File: config.mk
export PLATFORM = sky130hd
export DESIGN_NAME = gpu_mem_fifo_drain
export DESIGN_NICKNAME = d
export VERILOG_FILES = /design/src/rtl/gpu_mem_fifo_drain.sv
export SDC_FILE = /design/constraint.sdc
export NUM_CORES = 1
export LEC_CHECK = 0
export ABC_AREA = 1
export CAP_MARGIN = 20
export CORE_ASPECT_RATIO = 0.7
export CORE_UTILIZATION = 52
export CTS_BUF_LIST = sky130_fd_sc_hd__clkbuf_8
export CTS_CLUSTER_DIAMETER = 80
export DETAILED_ROUTE_END_ITERATION = 12
export HOLD_SLACK_MARGIN = 0.1
export PLACE_DENSITY = 0.92
export RECOVER_POWER = 50
export REMOVE_ABC_BUFFERS = 1
export SYNTH_ARGS = -nofsm -noshare
export SYNTH_HDL_FRONTEND = slang
export SYNTH_SLANG_ARGS = --single-unit
File: constraint.sdc
create_clock -name clk_i -period 7.8 [get_ports clk_i]
set_clock_uncertainty 0.15 [all_clocks]
set_input_delay 1.56 -clock clk_i [delete_from_list [all_inputs] [get_ports clk_i]]
set_output_delay 1.56 -clock clk_i [all_outputs]
set_load 0.02 [all_outputs]
File: src/rtl/gpu_mem_fifo_drain.sv
// Drains the pixel-write FIFO and coalesces same-block entries into masked VRAM bursts.
// Define GPU_MEM_DRAIN_STATS_EN to add burst/word statistics counters.
module gpu_mem_fifo_drain #(
  parameter int DATA_W    = 16,
  parameter int ADDR_W    = 19,
  parameter int BURST_W   = 3,
  parameter int BURST_LEN = 8,
  parameter int TIMEOUT   = 15,
  parameter int TIMEOUT_W = 4
) (
  input  logic                          clk_i,
  input  logic                          rst_i,
  input  logic [ADDR_W+DATA_W-1:0]      fifo_data_i,
  input  logic                          fifo_valid_i,
  output logic                          fifo_pop_o,
  input  logic                          flush_i,
  output logic                          mem_req_o,
  input  logic                          mem_ack_i,
  output logic [ADDR_W-BURST_W-1:0]     mem_addr_o,
  output logic [BURST_LEN*DATA_W-1:0]   mem_wdata_o,
  output logic [BURST_LEN-1:0]          mem_mask_o,
  output logic                          idle_o
`ifdef GPU_MEM_DRAIN_STATS_EN
  ,
  output logic [31:0]                   stat_bursts_o,
  output logic [31:0]                   stat_words_o
`endif
);

  localparam logic [1:0] S_IDLE   = 2'd0;
  localparam logic [1:0] S_GATHER = 2'd1;
  localparam logic [1:0] S_ISSUE  = 2'd2;

  logic [1:0]                  state;
  logic [TIMEOUT_W-1:0]        tmo;
  logic [ADDR_W-BURST_W-1:0]   blk;
  logic [BURST_W-1:0]          slot;
  logic [DATA_W-1:0]           pix;
  logic                        force_out;
  logic                        same_blk;

  assign blk       = fifo_data_i[ADDR_W+DATA_W-1:DATA_W+BURST_W];
  assign slot      = fifo_data_i[DATA_W+BURST_W-1:DATA_W];
  assign pix       = fifo_data_i[DATA_W-1:0];
  assign force_out = flush_i | (&mem_mask_o) | (tmo == TIMEOUT_W'(TIMEOUT));
  assign same_blk  = (blk == mem_addr_o);
  assign mem_req_o = (state == S_ISSUE);
  assign idle_o    = (state == S_IDLE) && !fifo_valid_i;

  always_comb begin
    fifo_pop_o = 1'b0;
    case (state)
      S_IDLE:   fifo_pop_o = fifo_valid_i;
      S_GATHER: fifo_pop_o = !force_out && fifo_valid_i && same_blk;
      default:  fifo_pop_o = 1'b0;
    endcase
  end

  always_ff @(posedge clk_i or posedge rst_i) begin
    if (rst_i) begin
      state       <= S_IDLE;
      tmo         <= '0;
      mem_addr_o  <= '0;
      mem_wdata_o <= '0;
      mem_mask_o  <= '0;
    end else begin
      case (state)
        S_IDLE: begin
          // data/mask are already zero here, so only the popped slot is written
          if (fifo_valid_i) begin
            mem_addr_o                        <= blk;
            mem_wdata_o[slot*DATA_W +: DATA_W] <= pix;
            mem_mask_o                        <= BURST_LEN'(1) << slot;
            tmo                               <= '0;
            state                             <= S_GATHER;
          end
        end
        S_GATHER: begin
          if (force_out) begin
            state <= S_ISSUE;
          end else if (fifo_valid_i && same_blk) begin
            mem_wdata_o[slot*DATA_W +: DATA_W] <= pix;
            mem_mask_o[slot]                   <= 1'b1;
            tmo                                <= '0;
          end else if (fifo_valid_i) begin
            state <= S_ISSUE;
          end else if (tmo != TIMEOUT_W'(TIMEOUT)) begin
            tmo <= tmo + 1'b1;
          end
        end
        S_ISSUE: begin
          if (mem_ack_i) begin
            mem_wdata_o <= '0;
            mem_mask_o  <= '0;
            state       <= S_IDLE;
          end
        end
        default: state <= S_IDLE;
      endcase
    end
  end

`ifdef GPU_MEM_DRAIN_STATS_EN
  always_ff @(posedge clk_i or posedge rst_i) begin
    if (rst_i) begin
      stat_bursts_o <= '0;
      stat_words_o  <= '0;
    end else if (state == S_ISSUE && mem_ack_i) begin
      stat_bursts_o <= stat_bursts_o + 32'd1;
      stat_words_o  <= stat_words_o + 32'($countones(mem_mask_o));
    end
  end
`endif

endmodule

==> impl_metrics.ini <==
[die]
die-area_mm2 = 0.0158
io_pins = 195
fp.dieW_um = 150
initial_core_util_pct = 53.7
die_height_um = 106
core_mm2 = 0.0148
fp-row-count = 37

[clocking]
clkTransAtPathRegs_ns = 0.08
cts_setup_buffers = 0
clock_latency_ns = 0.45
cts_buffer_depth = 2
htree_levels = 4
cts_root_buf = clkbuf_8
numCtsBuffers = 17
cts.sink_count = 158
tritoncts = done
ctsResizeCount = 0
ctsHoldBuffers = 0

[synth]
synthAdderAreaFrac_pct = 1.73
synth_compound_area_share_pct = 2.50
synth_top_family_by_area = simple AND/OR/NAND/NOR gates
yosysUniqueCellTypes = 32
yosys.area_share.simple_pct = 39.0
synthMuxAreaShare_pct = 0
synth_seq_cells = 158
synth_area_per_cell_um2 = 7.94
syn_area_mm2 = 0.00796
netlist_instances = 1003
yosysWarnings = 0
synthXorXnorAreaFrac_pct = 0.440
ys_seq_area_share_pct = 49.7

[power]
combPwrFrac_pct = 47.7
p_seq_share_pct = 34.9
intPower_w = 0.00177
vdd_drop_max_mv = 0.191
swShare_pct = 47.3
switchingPower_w = 0.00158
p_leak_nw = 5.60
pwr-share-clk_pct = 17.5
power-per-cell-area_mw_per_mm2 = 326

[drt]
drt_iter0_markers = 660
routedWlPerCell_um = 17.3
dr.pass1.iters = 6
avgViaCountPerCell = 5.77
vias = 7901
drtAntennaViolNets = 0
drcViolationCount = 0
wl_um = 23600

[critical_path]
critPathRequiredTime_ns = 6.09
worstPathCellList = dlygate4sd3_1 -> inv_1 -> nand2_1 -> nand2_1 -> nor2_1 -> nand2_1 -> nor2_1 -> nand4_1 -> o21ai_0 -> clkdlybuf4s50_1
cp-end-kind = output port
critPathTopFamily = buffers and inverters
cp.arrival_ns = 3.80
cpMostUsedCell = nand2_1
cp.depth = 10
crit_start = fifo_data_i[24]
crit_buf_inv = 3
crit_path_top_delay_cell = clkdlybuf4s50_1
path_class = in -> out
slowest_delay_ns = 0.64
reg2reg_from = state[0]
r2r_cells = 9
cp-endpoint = fifo_pop_o
r2r-end = mem_wdata_o[59]
rrSetupSlack_ns = 4.38
crit_fanout = 3
startpoint_type = primary input

[worst_hold_path]
min_from = mem_wdata_o[84]
min_delay_path_depth = 2
hold_class = reg -> reg

[global_routing]
grt_start_max_net_pins = 91
overflow = 0
first_global_vias = 7449
grt_usage_pct = 30.8
antenna_found_initial = 0
grt_pass1_wl_um = 37800

[timing]
finalCritPeriodShare_pct = 70.7
min_period_ns = 5.51
slew_headroom_pct = -164
hold_violations = 0
rsz0062_at_grt = false
final_max_slew_viol_count = 91
whs_ns = 0.320
worst_pin_slew_ns = 3.94
fmax_mhz = 181
setup_ws_ns = 2.29
setup_viol = 0
finalSetupTns_ns = 0

[cells_and_area]
design_area_mm2 = 0.0103
nets = 1212
area_growth_pct = 29.3
antenna_cells = 0
drive_above_1_share_pct = 5.54

[placed_design]
post-place-ws_ns = 2.44
portBuffers = 194
detailed_place.area_mm2 = 0.00990
gp_congestion = 0.928
dp_hpwl_um = 16500

[status]
violations = max-capacitance violations, max-slew violations
outcome = finished with violations

[flow_run]
drv_cap = 1
## area by class of cell
| type | instances | area, um2 |
|---|---|---|
| inverters | 60 | 226 |
| clock buffers | 18 | 248 |
| fillers | 1187 | 4520 |
| repair buffers | 200 | 2010 |
| well taps | 195 | 244 |
| flip-flops and latches | 158 | 3950 |
| clock inverters | 14 | 130 |
| multi-input cells | 724 | 3480 |
## synthesized netlist by cell type (all sizes together)
| cell type | instances | area (um2) |
|---|---|---|
| a21oi | 3 | 15.0 |
| a31o | 1 | 8.76 |
| a31oi | 2 | 12.5 |
| buf | 47 | 251 |
| clkbuf | 14 | 52.6 |
| dfrtp | 158 | 3950 |
| ha | 11 | 138 |
| inv | 60 | 225 |
| nand2 | 415 | 1570 |
| nand3 | 29 | 145 |
| nand3b | 1 | 7.51 |
| nand4 | 130 | 925 |
| nor2 | 80 | 340 |
| nor3 | 18 | 111 |
| o21ai | 21 | 109 |
| o22ai | 1 | 6.26 |
| o31ai | 4 | 30.0 |
| o32ai | 2 | 17.5 |
| or2 | 2 | 12.5 |
| xnor2 | 1 | 8.76 |
| xor2 | 3 | 26.3 |
## worst min path at each step
| stage | slack, ns | to |
|---|---|---|
| floorplan | 0.33 | tmo[1] |
| global placement | 0.31 | mem_wdata_o[126] |
| detailed placement | 0.31 | mem_wdata_o[84] |
| CTS | 0.33 | mem_wdata_o[84] |
| global route | 0.34 | mem_wdata_o[114] |
| finish | 0.32 | mem_wdata_o[84] |
## flip-flops by register name (all words and copies together), names as in the netlist
signal and count:
mem_addr_o 16, mem_mask_o 8, mem_wdata_o 128, state 2, tmo 4
## logic make-up after synthesis
group | after synthesis
xor+xnor | 4
simple gates | 675
flops | 158
compound gates | 34
fa+ha+maj | 11
buf+inv | 121
## power by group through the flow
stage | Sequential (W) | Combinational, W | Clock [W]
6_report | 0.00117 | 0.00160 | 0.000585
5_1_grt | 0.00119 | 0.00173 | 0.000626
4_1_cts | 0.00117 | 0.00163 | 0.000588
3_5_place_dp | 0.00118 | 0.00162 | 0
3_3_place_gp | 0.00118 | 0.00157 | 0
2_1_floorplan | 0.00138 | 0.000719 | 0
## metrics by stage
stage / utilization (%) / instances / power (W)
finish: 69.5 / 1369 / 0.00335
CTS: 69.4 / 1368 / 0.00338
floorplan: - / 942 / 0.00210
global placement: 66.7 / 1335 / 0.00275
detailed placement: 66.8 / 1336 / 0.00280
global route: 69.5 / 1369 / 0.00354
## worst reg2reg max path, cell delays in order, from the launching register on
cell and delay (ns):
dfrtp_1 0.41, inv_1 0.09, ha_1 0.29, inv_1 0.42, o21ai_2 0.19, nor2_8 0.50
buf_4 0.64, nand4_4 0.37, nand2_1 0.17, nand2_1 0.07
## cell usage in the layout, fill, tap and decap left out, drive strengths merged
cell type      count
clkbuf            18
nor3              18
ha                11
inv               64
clkinv             6
o21ai             21
a31oi              2
o32ai              2
nand2            415
a31o               1
clkdlybuf4s50     64
nor2              80
dfrtp            158
nand4            130
xnor2              1
o22ai              1
dlygate4sd3      130
nand3b             1
or2                2
a21oi              3
xor2               3
buf                6
nand3             29
o31ai              4
clkinvlp           4
## routing by layer
layer	wire [um]	up-vias	track usage, %
li1	-	3616	-
met4	456	0	9.81
met5	0	-	0
met2	10600	455	46.1
met3	2520	48	8.23
met1	10100	3782	43.7
Power figures use the tool's default switching activity.
